## config.mk

```make
export PLATFORM = sky130hd
export DESIGN_NAME = debouncer_edge
export DESIGN_NICKNAME = d
export VERILOG_FILES = /design/src/rtl/debouncer_edge.sv
export SDC_FILE = /design/constraint.sdc
export NUM_CORES = 1
export LEC_CHECK = 0
export ABC_AREA = 1
export CORE_AREA = 10 10 77 79
export CTS_BUF_LIST = sky130_fd_sc_hd__clkbuf_8
export DETAILED_ROUTE_END_ITERATION = 8
export DIE_AREA = 0 0 87 89
export DONT_BUFFER_PORTS = 1
export PLACE_DENSITY = 0.44
export REMOVE_ABC_BUFFERS = 1
export SETUP_SLACK_MARGIN = 0.2
export SLEW_MARGIN = 20
export SYNTH_ARGS = -nofsm -noshare
export SYNTH_HDL_FRONTEND = slang
export SYNTH_SLANG_ARGS = --single-unit
```

## constraint.sdc

```tcl
create_clock -name clk -period 1.7 [get_ports clk]
set_clock_uncertainty 0.2 [all_clocks]
set_input_delay 0.17 -clock clk [delete_from_list [all_inputs] [get_ports clk]]
set_output_delay 0.17 -clock clk [all_outputs]
set_load 0.02 [all_outputs]
```

## src/rtl/debouncer_edge.sv

```systemverilog
// Button conditioner: two-flop synchroniser, stability-count filter, debounced level and press/release pulses.
// Define DEBOUNCE_REPEAT_EN to make press_pulse auto-repeat while the button is held.
module debouncer_edge #(
    parameter int STABLE_COUNT  = 500000,
    parameter int CNT_WIDTH     = 19,
    parameter bit ACTIVE_LOW    = 1'b1,
    parameter int REPEAT_DELAY  = 25000000,
    parameter int REPEAT_PERIOD = 5000000
) (
    input  logic clk,
    input  logic reset,
    input  logic btn_in,
    output logic btn_db,
    output logic pressed,
    output logic press_pulse,
    output logic release_pulse
);

    localparam logic                 IDLE_LVL = ACTIVE_LOW;
    localparam logic [CNT_WIDTH-1:0] CNT_LAST = CNT_WIDTH'(STABLE_COUNT - 1);

    // Reject configurations the filter cannot honour (window must fit the counter).
    if (STABLE_COUNT < 2 || STABLE_COUNT > (2 ** CNT_WIDTH) - 1) begin : g_bad_stable
        $error("debouncer_edge: STABLE_COUNT out of range for CNT_WIDTH");
    end
    if (REPEAT_DELAY < 2 || REPEAT_PERIOD < 2) begin : g_bad_repeat
        $error("debouncer_edge: REPEAT_DELAY and REPEAT_PERIOD must be at least 2");
    end

    logic                 sync1_r;
    logic                 sync2_r;
    logic                 sample_s;
    logic [CNT_WIDTH-1:0] cnt_r;
    logic [CNT_WIDTH-1:0] cnt_nxt_s;
    logic                 pressed_r;
    logic                 pressed_nxt_s;
    logic                 press_pulse_r;
    logic                 release_pulse_r;
    logic                 press_evt_s;
    logic                 release_evt_s;
    logic                 flip_s;
    logic                 rep_fire_s;

    // Two-flop synchroniser for the asynchronous button input.
    always_ff @(posedge clk or negedge reset) begin
        if (!reset) begin
            sync1_r <= IDLE_LVL;
            sync2_r <= IDLE_LVL;
        end else begin
            sync1_r <= btn_in;
            sync2_r <= sync1_r;
        end
    end

    // 1 = pressed, independent of board polarity.
    assign sample_s = sync2_r ^ ACTIVE_LOW;

    // Stability filter: any sample that agrees with the state restarts the window.
    always_comb begin
        cnt_nxt_s     = cnt_r;
        pressed_nxt_s = pressed_r;
        press_evt_s   = 1'b0;
        release_evt_s = 1'b0;
        flip_s        = 1'b0;
        if (sample_s == pressed_r) begin
            cnt_nxt_s = '0;
        end else if (cnt_r == CNT_LAST) begin
            flip_s        = 1'b1;
            pressed_nxt_s = sample_s;
            cnt_nxt_s     = '0;
            if (sample_s) begin
                press_evt_s = 1'b1;
            end else begin
                release_evt_s = 1'b1;
            end
        end else begin
            cnt_nxt_s = cnt_r + CNT_WIDTH'(1);
        end
    end

`ifdef DEBOUNCE_REPEAT_EN
    localparam int REP_MAX = (REPEAT_DELAY > REPEAT_PERIOD) ? REPEAT_DELAY : REPEAT_PERIOD;
    localparam int REP_W   = $clog2(REP_MAX + 1);
    localparam logic [REP_W-1:0] DELAY_LAST  = REP_W'(REPEAT_DELAY - 1);
    localparam logic [REP_W-1:0] PERIOD_LAST = REP_W'(REPEAT_PERIOD - 1);

    logic [REP_W-1:0] rep_cnt_r;
    logic [REP_W-1:0] rep_cnt_nxt_s;
    logic             rep_armed_r;
    logic             rep_armed_nxt_s;

    // Repeat timer: initial delay first, then the period; cleared whenever the state changes or is released.
    always_comb begin
        rep_cnt_nxt_s   = rep_cnt_r;
        rep_armed_nxt_s = rep_armed_r;
        rep_fire_s      = 1'b0;
        if (!pressed_r || flip_s) begin
            rep_cnt_nxt_s   = '0;
            rep_armed_nxt_s = 1'b0;
        end else if (!rep_armed_r) begin
            if (rep_cnt_r == DELAY_LAST) begin
                rep_fire_s      = 1'b1;
                rep_cnt_nxt_s   = '0;
                rep_armed_nxt_s = 1'b1;
            end else begin
                rep_cnt_nxt_s = rep_cnt_r + REP_W'(1);
            end
        end else begin
            if (rep_cnt_r == PERIOD_LAST) begin
                rep_fire_s    = 1'b1;
                rep_cnt_nxt_s = '0;
            end else begin
                rep_cnt_nxt_s = rep_cnt_r + REP_W'(1);
            end
        end
    end

    // Repeat timer state.
    always_ff @(posedge clk or negedge reset) begin
        if (!reset) begin
            rep_cnt_r   <= '0;
            rep_armed_r <= 1'b0;
        end else begin
            rep_cnt_r   <= rep_cnt_nxt_s;
            rep_armed_r <= rep_armed_nxt_s;
        end
    end
`else
    assign rep_fire_s = 1'b0;
`endif

    // Filter state and registered pulses.
    always_ff @(posedge clk or negedge reset) begin
        if (!reset) begin
            cnt_r           <= '0;
            pressed_r       <= 1'b0;
            press_pulse_r   <= 1'b0;
            release_pulse_r <= 1'b0;
        end else begin
            cnt_r           <= cnt_nxt_s;
            pressed_r       <= pressed_nxt_s;
            press_pulse_r   <= press_evt_s | rep_fire_s;
            release_pulse_r <= release_evt_s;
        end
    end

    assign pressed       = pressed_r;
    assign btn_db        = pressed_r ^ ACTIVE_LOW;
    assign press_pulse   = press_pulse_r;
    assign release_pulse = release_pulse_r;

endmodule

```

==> results of run 1 <==
-- power by group --
part	total [mW]	leakage [nW]	switching (mW)	internal [mW]
clock	0.500	0.0357	0.185	0.315
combinational	0.0586	0.338	0.0344	0.0242
sequential	0.590	0.318	0.00949	0.581
total	1.15	0.692	0.229	0.920
-- how the worst max path moves through the flow --
stage,start,to,depth (start not counted)
after global routing,cnt_r[0],cnt_r[18],8
after detailed placement,cnt_r[0],cnt_r[5],6
after floorplan,pressed,cnt_r[5],6
after global placement,cnt_r[0],cnt_r[5],6
after CTS,cnt_r[0],cnt_r[18],8
final,cnt_r[0],cnt_r[18],8
-- cell usage in the layout, fill, tap and decap left out, types with 2 or more instances in the layout --
master and n:
inv_2 3, nand4_1 2, xnor2_1 2, inv_1 18, buf_4 9, nand2_4 4, clkbuf_8 3, nand2_1 23
nor2_4 11, o21ai_1 2, nand3_1 10, nand3_2 3, xor2_1 5, nand2_2 2, dfstp_2 2, dfrtp_2 5
nor3_2 2, a21oi_1 4, dlygate4sd3_1 2, nor2_2 5, nor2_1 27, dfrtp_1 17
-- per-stage QoR --
step,power [mW],instance area (um2),std cells
after floorplan,0.6165,1282,155
after global placement,0.6264,1373,212
after detailed placement,0.6275,1373,212
after CTS,1.171,1534,220
after global routing,1.210,1644,226
final,1.149,1644,226
-- worst register-to-register path: stages (launching register included) --
cell	delay, ns
dfrtp_2	0.43
ha_4	0.16
nand2_4	0.07
nor2_4	0.17
nand2_4	0.09
nor2_2	0.10
nand3_1	0.07
nand3_1	0.07
nor2_1	0.04
-- synthesized netlist by cell type --
library cell / instances / area share
xnor2_1: 2 / 0.014
a21oi_1: 4 / 0.016
o21ai_0: 1 / 0.0039
inv_2: 2 / 0.0059
nand3_1: 11 / 0.043
dfrtp_1: 22 / 0.43
nor3_1: 2 / 0.0078
inv_1: 19 / 0.056
nor2_2: 7 / 0.034
nor3b_2: 1 / 0.0098
nor3_2: 1 / 0.0078
o21ai_1: 3 / 0.012
nand2_4: 1 / 0.0088
nand3_2: 1 / 0.0078
xor2_1: 6 / 0.041
nor2_1: 32 / 0.094
nand2_1: 24 / 0.070
nand4_1: 2 / 0.0098
nand2_2: 4 / 0.020
o21a_1: 1 / 0.0059
nor3b_1: 1 / 0.0059
ha_1: 1 / 0.0098
nor2_4: 4 / 0.035
dfstp_2: 2 / 0.041
nand3_4: 1 / 0.014
-- cell type report --
cell class	count	area, um2
Inverter	21	78.83
Timing Repair Buffer	12	107.6
Sequential cell	24	609.3
Clock inverter	1	30.03
Fill cell	466	2892
Clock buffer	3	41.29
Tap cell	54	67.56
Multi-Input combinational cell	111	709.4
-- cell families after synthesis --
family	Yosys count	share of synthesized area
simple gates	92	0.3668
fa+ha+maj	1	0.009755
xor+xnor	8	0.05464
compound gates	9	0.03707
buf+inv	21	0.06147
flops	24	0.4702
-- flip-flops by register name, indices dropped and copies added (netlist names) --
signal and cells:
cnt_r 19, press_pulse 1, pressed 1, release_pulse 1, sync1_r 1, sync2_r 1
-- metal layers --
metal  wire length [um]  vias up
met2               1476       15
met1               1304      493
met3                115        2
met5                  0        -
met4                  6        0
li1                   -      514
-- repair_timing --
item | in CTS | in global routing
endpoints found under the setup margin | 19 | 17
pin swaps | 4 | 12
hold endpoints to repair | 25 | 0
cloned | 0 | 1
buffers inserted | 1 | 5
hold buffers | 3 | 0
resized for setup | 9 | 19
==> results by group, run 1 <==
Drt
  – Total Routed Length: 2903 um
  – First-pass DRT Iterations: 4
  – ANT nets after route: 0
  – Initial DRC count: just under 80
  – DRC errors left: 0
  – Total number of vias: 1024
  – Wire per inst: about 13 um
  – Routed vias/inst: around 4.5

Timing
  – Setup WS post-layout: 0.1971 ns
  – Tmin final: between 1.5 and 2 ns
  – Fin Hold WS: approximately 0.14 ns
  – Fmax: roughly 670 MHz
  – Slew at the pin with the worst max-slew slack: 0.2290 ns
  – RSZ-0062 raised after global routing: yes
  – Setup violators final: 0
  – Crit share post-route: 0.8840
  – Slew Viols, Final: 0
  – Final TNS setup: 0 ns
  – Final count of hold timing violations: 0
  – Worst rel slew slack: 0.8467

Yosys
  – Register area share after synthesis: 0.4702
  – Post-Syn Area: 1282 um2
  – Ys Warns: 0
  – Distinct cell type count after synthesis: 25
  – Synth Instances: about 160
  – Syn_area_per_cell: 8.274 um2
  – Yosys reg bits: 24

Power and ir drop
  – Leak: between 0.6 and 0.7 nW
  – Power Dens Cells: 698.8 nW/um2
  – Max IR drop VDD: 0.5722 mV

Global route
  – Total track usage: 0.07685
  – Antenna violations before repair: 0
  – Most Crowded Layer GR: met2
  – Met1 GRT Util: 0.09440
  – First-pass GRT wire length: 4788 um
  – Largest net degree at the start of global routing: 25
  – GR met3 Demand/Resource: 0.02552
  – Vias in the first global route: 1003
  – Met2 Usage GRT: 0.1286
  – Total gr overflow: 0

Clock network
  – Clk Latency, worst-skew pair: roughly 0.27 ns
  – CTS max path bufs: 2
  – Reg clk slew, reported paths: roughly 0.09 ns
  – TritonCTS Buffers: 3
  – CTS tree: built
  – CTS Sinks: 24
  – CTS Root Cell: clkbuf_8
  – Htree depth: 1

Floorplan
  – Initial core utilization: 0.2828
  – I/O pins: 7
  – Chip Height: 89 um
  – DIE AREA: 7743 um2
  – Die W: approximately 87 um
  – Placement row count: 25
  – Core Area: 4536 um2

Setup path
  – Worst r2r dst: cnt_r[18]
  – Crit Path Max Fanout: 4
  – CP delay by family, top: simple AND/OR/NAND/NOR gates
  – CP endpoint kind: flop
  – WP buf/inv: 0
  – Crit path largest cell delay: 0.43 ns
  – Critical-path top delay cell: dfrtp_2
  – Critical path class: flop to flop
  – R2R cell count: 8
  – Startpoint Class: flop
  – R2r startpoint: cnt_r[0]
  – WP data required: around 1.7 ns
  – FF-to-FF setup slack: 0.20 ns
  – Crit-path cells: ha_4, nand2_4, nor2_4, nand2_4, nor2_2, nand3_1, nand3_1, nor2_1
  – CP arrival: 1.47 ns

Placement
  – Dpl ws: ~0.049 ns
  – Port bufs: 0
  – GP Congestion: roughly 0.9
  – DP HPWL: 1992 um

Layout
  – Area grow syn2layout: 28.20%
  – Final nets: between 150 and 200
  – Fin util: 0.3625
  – Ant diodes: 0
  – Share of post-route cells with drive strength above 1: 0.3256

Min path
  – Hold Path Class: primary input to asynchronous set/reset pin

Run status
  – Outcome: finished clean

Job
  – Max cap viols: 0
No activity file was read; power rests on OpenSTA's default activity.
==> run 2, diff against run 1 <==
--- a/config.mk
+++ b/config.mk
@@ -6,12 +6,13 @@
 export NUM_CORES = 1
 export LEC_CHECK = 0
 export ABC_AREA = 1
-export CORE_AREA = 10 10 77 79
+export CORE_AREA = 10 10 65 51
 export CTS_BUF_LIST = sky130_fd_sc_hd__clkbuf_8
+export CTS_CLUSTER_DIAMETER = 200
 export DETAILED_ROUTE_END_ITERATION = 8
-export DIE_AREA = 0 0 87 89
+export DIE_AREA = 0 0 75 61
 export DONT_BUFFER_PORTS = 1
-export PLACE_DENSITY = 0.44
+export PLACE_DENSITY = 0.78
 export REMOVE_ABC_BUFFERS = 1
 export SETUP_SLACK_MARGIN = 0.2
 export SLEW_MARGIN = 20
==> run 2 against run 1 <==
Combinational power shrank 20%. Worst hold slack gained 0.025 ns. Die area shrank 41%. Final area shrank 9.0%. Global-route usage grew 6.0 points. Register-to-register slack lost 0.03 ns. Via count grew 0.88%. Routed wire length shrank 4.7%. Power shrank 0.64%. Clock-buffer cell count is the same. Non-clock buffer count shrank 6. Sequential share of layout area grew 3.2 points. Critical endpoint is now cnt_r[8]. Highest routed layer unchanged.
==> results by group, run 2 (same netlist as run 1, synthesis figures left out) <==
Power and ir drop
  – Leak: 0.6420 nW (was 0.6916 nW)
  – Max IR drop VDD: 0.4709 mV (was 0.5722 mV)
  – Power Dens Cells: 762.8 nW/um2 (was 698.8 nW/um2)

Floorplan
  – Die W: 75 um (was 87 um)
  – Placement row count: 14 (was 25)
  – Chip Height: 61 um (was 89 um)
  – Core Area: 2085 um2 (was 4536 um2)
  – Initial core utilization: 0.6152 (was 0.2828)
  – I/O pins: 7 (unchanged)
  – DIE AREA: 4575 um2 (was 7743 um2)

Timing
  – Final TNS setup: 0 ns (unchanged)
  – Crit share post-route: 0.9035 (was 0.8840)
  – Slew Viols, Final: 0 (unchanged)
  – Setup WS post-layout: 0.1640 ns (was 0.1971 ns)
  – Setup violators final: 0 (unchanged)
  – Worst rel slew slack: 0.6446 (was 0.8467)
  – Fmax: 651.0 MHz (was 665.4 MHz)
  – Tmin final: 1.536 ns (was 1.503 ns)
  – Slew at the pin with the worst max-slew slack: 0.5331 ns (was 0.2290 ns)
  – Fin Hold WS: 0.1607 ns (was 0.1355 ns)
  – RSZ-0062 raised after global routing: yes (unchanged)
  – Final count of hold timing violations: 0 (unchanged)

Global route
  – Total track usage: 0.1369 (was 0.07685)
  – Antenna violations before repair: 0 (unchanged)
  – Largest net degree at the start of global routing: 25 (unchanged)
  – First-pass GRT wire length: 4781 um (was 4788 um)
  – Total gr overflow: 0 (unchanged)
  – Vias in the first global route: 1018 (was 1003)

Clock network
  – Clk Latency, worst-skew pair: 0.27 ns (about the same)
  – CTS max path bufs: 2 (unchanged)
  – Htree depth: 1 (unchanged)
  – CTS tree: built (unchanged)
  – Reg clk slew, reported paths: 0.09 ns (about the same)
  – CTS Sinks: 24 (unchanged)
  – TritonCTS Buffers: 3 (unchanged)
  – CTS Root Cell: clkbuf_8 (unchanged)

Run status
  – Outcome: finished clean (unchanged)

Drt
  – Routed vias/inst: 5.437 (was 4.531)
  – ANT nets after route: 0 (unchanged)
  – Total Routed Length: 2768 um (was 2903 um)
  – Wire per inst: 14.57 um (was 12.85 um)
  – First-pass DRT Iterations: 4 (unchanged)
  – Initial DRC count: 85 (was 77)
  – DRC errors left: 0 (unchanged)
  – Total number of vias: 1033 (was 1024)

Layout
  – Area occupied by multi-input gates: 665.6 um2 (was 709.4 um2)
  – Top reg by flops: cnt_r (unchanged)
  – # fillers: 161 (was 466)
  – Commonest non-fill, non-tap cell in the layout: nor2_1 (unchanged)
  – Ant diodes: 0 (unchanged)
  – Final nets: 171 (was 177)
  – Area grow syn2layout: 16.68% (was 28.20%)
  – Commonest cells after routing, fill and taps aside: nor2_1, nand2_1, dfrtp_1 (was nor2_1, nand2_1, inv_1)
  – Fin cells: 190 (was 226)
  – Register area: 603.1 um2 (was 609.3 um2)
  – Largest register FFs: 19 (unchanged)
  – Share of post-route cells with drive strength above 1: 0.2349 (was 0.3256)

Setup path
  – Worst r2r dst: cnt_r[8] (was cnt_r[18])
  – CP arrival: 1.50 ns (was 1.47 ns)
  – WP data required: 1.66 ns (was 1.67 ns)
  – Critical-path top delay cell: dfrtp_1 (was dfrtp_2)
  – Crit-path cells: inv_1, nand4_1, nor2_4, nand3_4, nand2_4, nor2_1 (was ha_4, nand2_4, nor2_4, nand2_4, nor2_2, nand3_1, nand3_1, nor2_1)
  – CP endpoint kind: flop (unchanged)
  – Crit Path Max Fanout: 6 (was 4)
  – Critical path class: flop to flop (unchanged)
  – R2r startpoint: cnt_r[14] (was cnt_r[0])
  – Startpoint Class: flop (unchanged)
  – Crit path largest cell delay: 0.41 ns (was 0.43 ns)
  – FF-to-FF setup slack: 0.16 ns (was 0.20 ns)
  – R2R cell count: 6 (was 8)

Placement
  – DP HPWL: 1980 um (was 1992 um)
  – Placed cells: 181 (was 212)
  – Port bufs: 0 (unchanged)
  – GP Congestion: 0.8445 (was 0.9023)
  – Dpl ws: 0.07134 ns (was 0.04876 ns)

Min path
  – WHS Endpoint: sync2_r
  – WHS Path Cells: 0
  – Min-delay src: sync1_r
  – Hold Path Class: flop to flop (was primary input to asynchronous set/reset pin)

Job
  – Max cap viols: 0 (unchanged)
-- run 2: cell count changes in the layout (fill, tap and decap cells not counted), sizes merged --
cell	before	now
buf	10	4
-- run 2: cell type report --
type	count	share of cell area
clock inverters	1	0.02007
repair buffers	6	0.03177
well taps	24	0.02007
multi-input cells	111	0.4448
clock buffers	3	0.02759
inverters	21	0.05268
flip-flops and latches	24	0.4030
-- run 2: critical path, delay by kind of cell (launching register included) --
| family | cells | cell delay [ns] |
|---|---|---|
| AND/OR/NAND/NOR | 5 | 0.71 |
| flip-flops | 1 | 0.41 |
| buffers and inverters | 1 | 0.11 |
-- run 2: routing by layer --
metal	wire length, um	vias to the layer above	part of all wire	track usage
li1	-	510	-	-
met1	1299	493	0.47	0.1810
met2	1225	28	0.44	0.2159
met3	230	2	0.083	0.04405
met4	12	0	0.0043	0.02419
met5	0	-	0	0
-- run 2: power by group --
group	total, mW	switching (mW)	internal [mW]	leakage [nW]
clock network	0.506	0.191	0.315	0.0357
registers	0.589	0.00843	0.580	0.326
logic	0.0467	0.0305	0.0162	0.280
total	1.14	0.230	0.912	0.642
-- run 2: repair_timing --
item                                    CTS  global route
gates resized for setup                   9             4
endpoints found under the hold margin    25            22
cloned                                    1             0
hold buffers                              2             1
buffers inserted                          1             0
endpoints found under the setup margin   15            18
pin swaps                                 6             6
-- run 2: worst max-delay path by stage --
stage	from	end	slack (ns)	depth (start not counted)
3_3_place_gp	cnt_r[0]	cnt_r[5]	0.12	6
3_5_place_dp	cnt_r[0]	cnt_r[5]	0.07	6
5_1_grt	cnt_r[14]	pressed	0.09	6
4_1_cts	cnt_r[0]	cnt_r[18]	0.19	8
6_report	cnt_r[14]	cnt_r[8]	0.16	6
2_1_floorplan	pressed	cnt_r[5]	0.22	6
-- run 2: stage by stage --
stage          area [um2]  total power, mW    util
5_1_grt              1496            1.185  0.7179
4_1_cts              1471            1.141  0.7059
3_3_place_gp         1328           0.6237  0.6369
6_report             1496            1.141  0.7179
3_5_place_dp         1328           0.6252  0.6369
2_1_floorplan        1282           0.6165       -
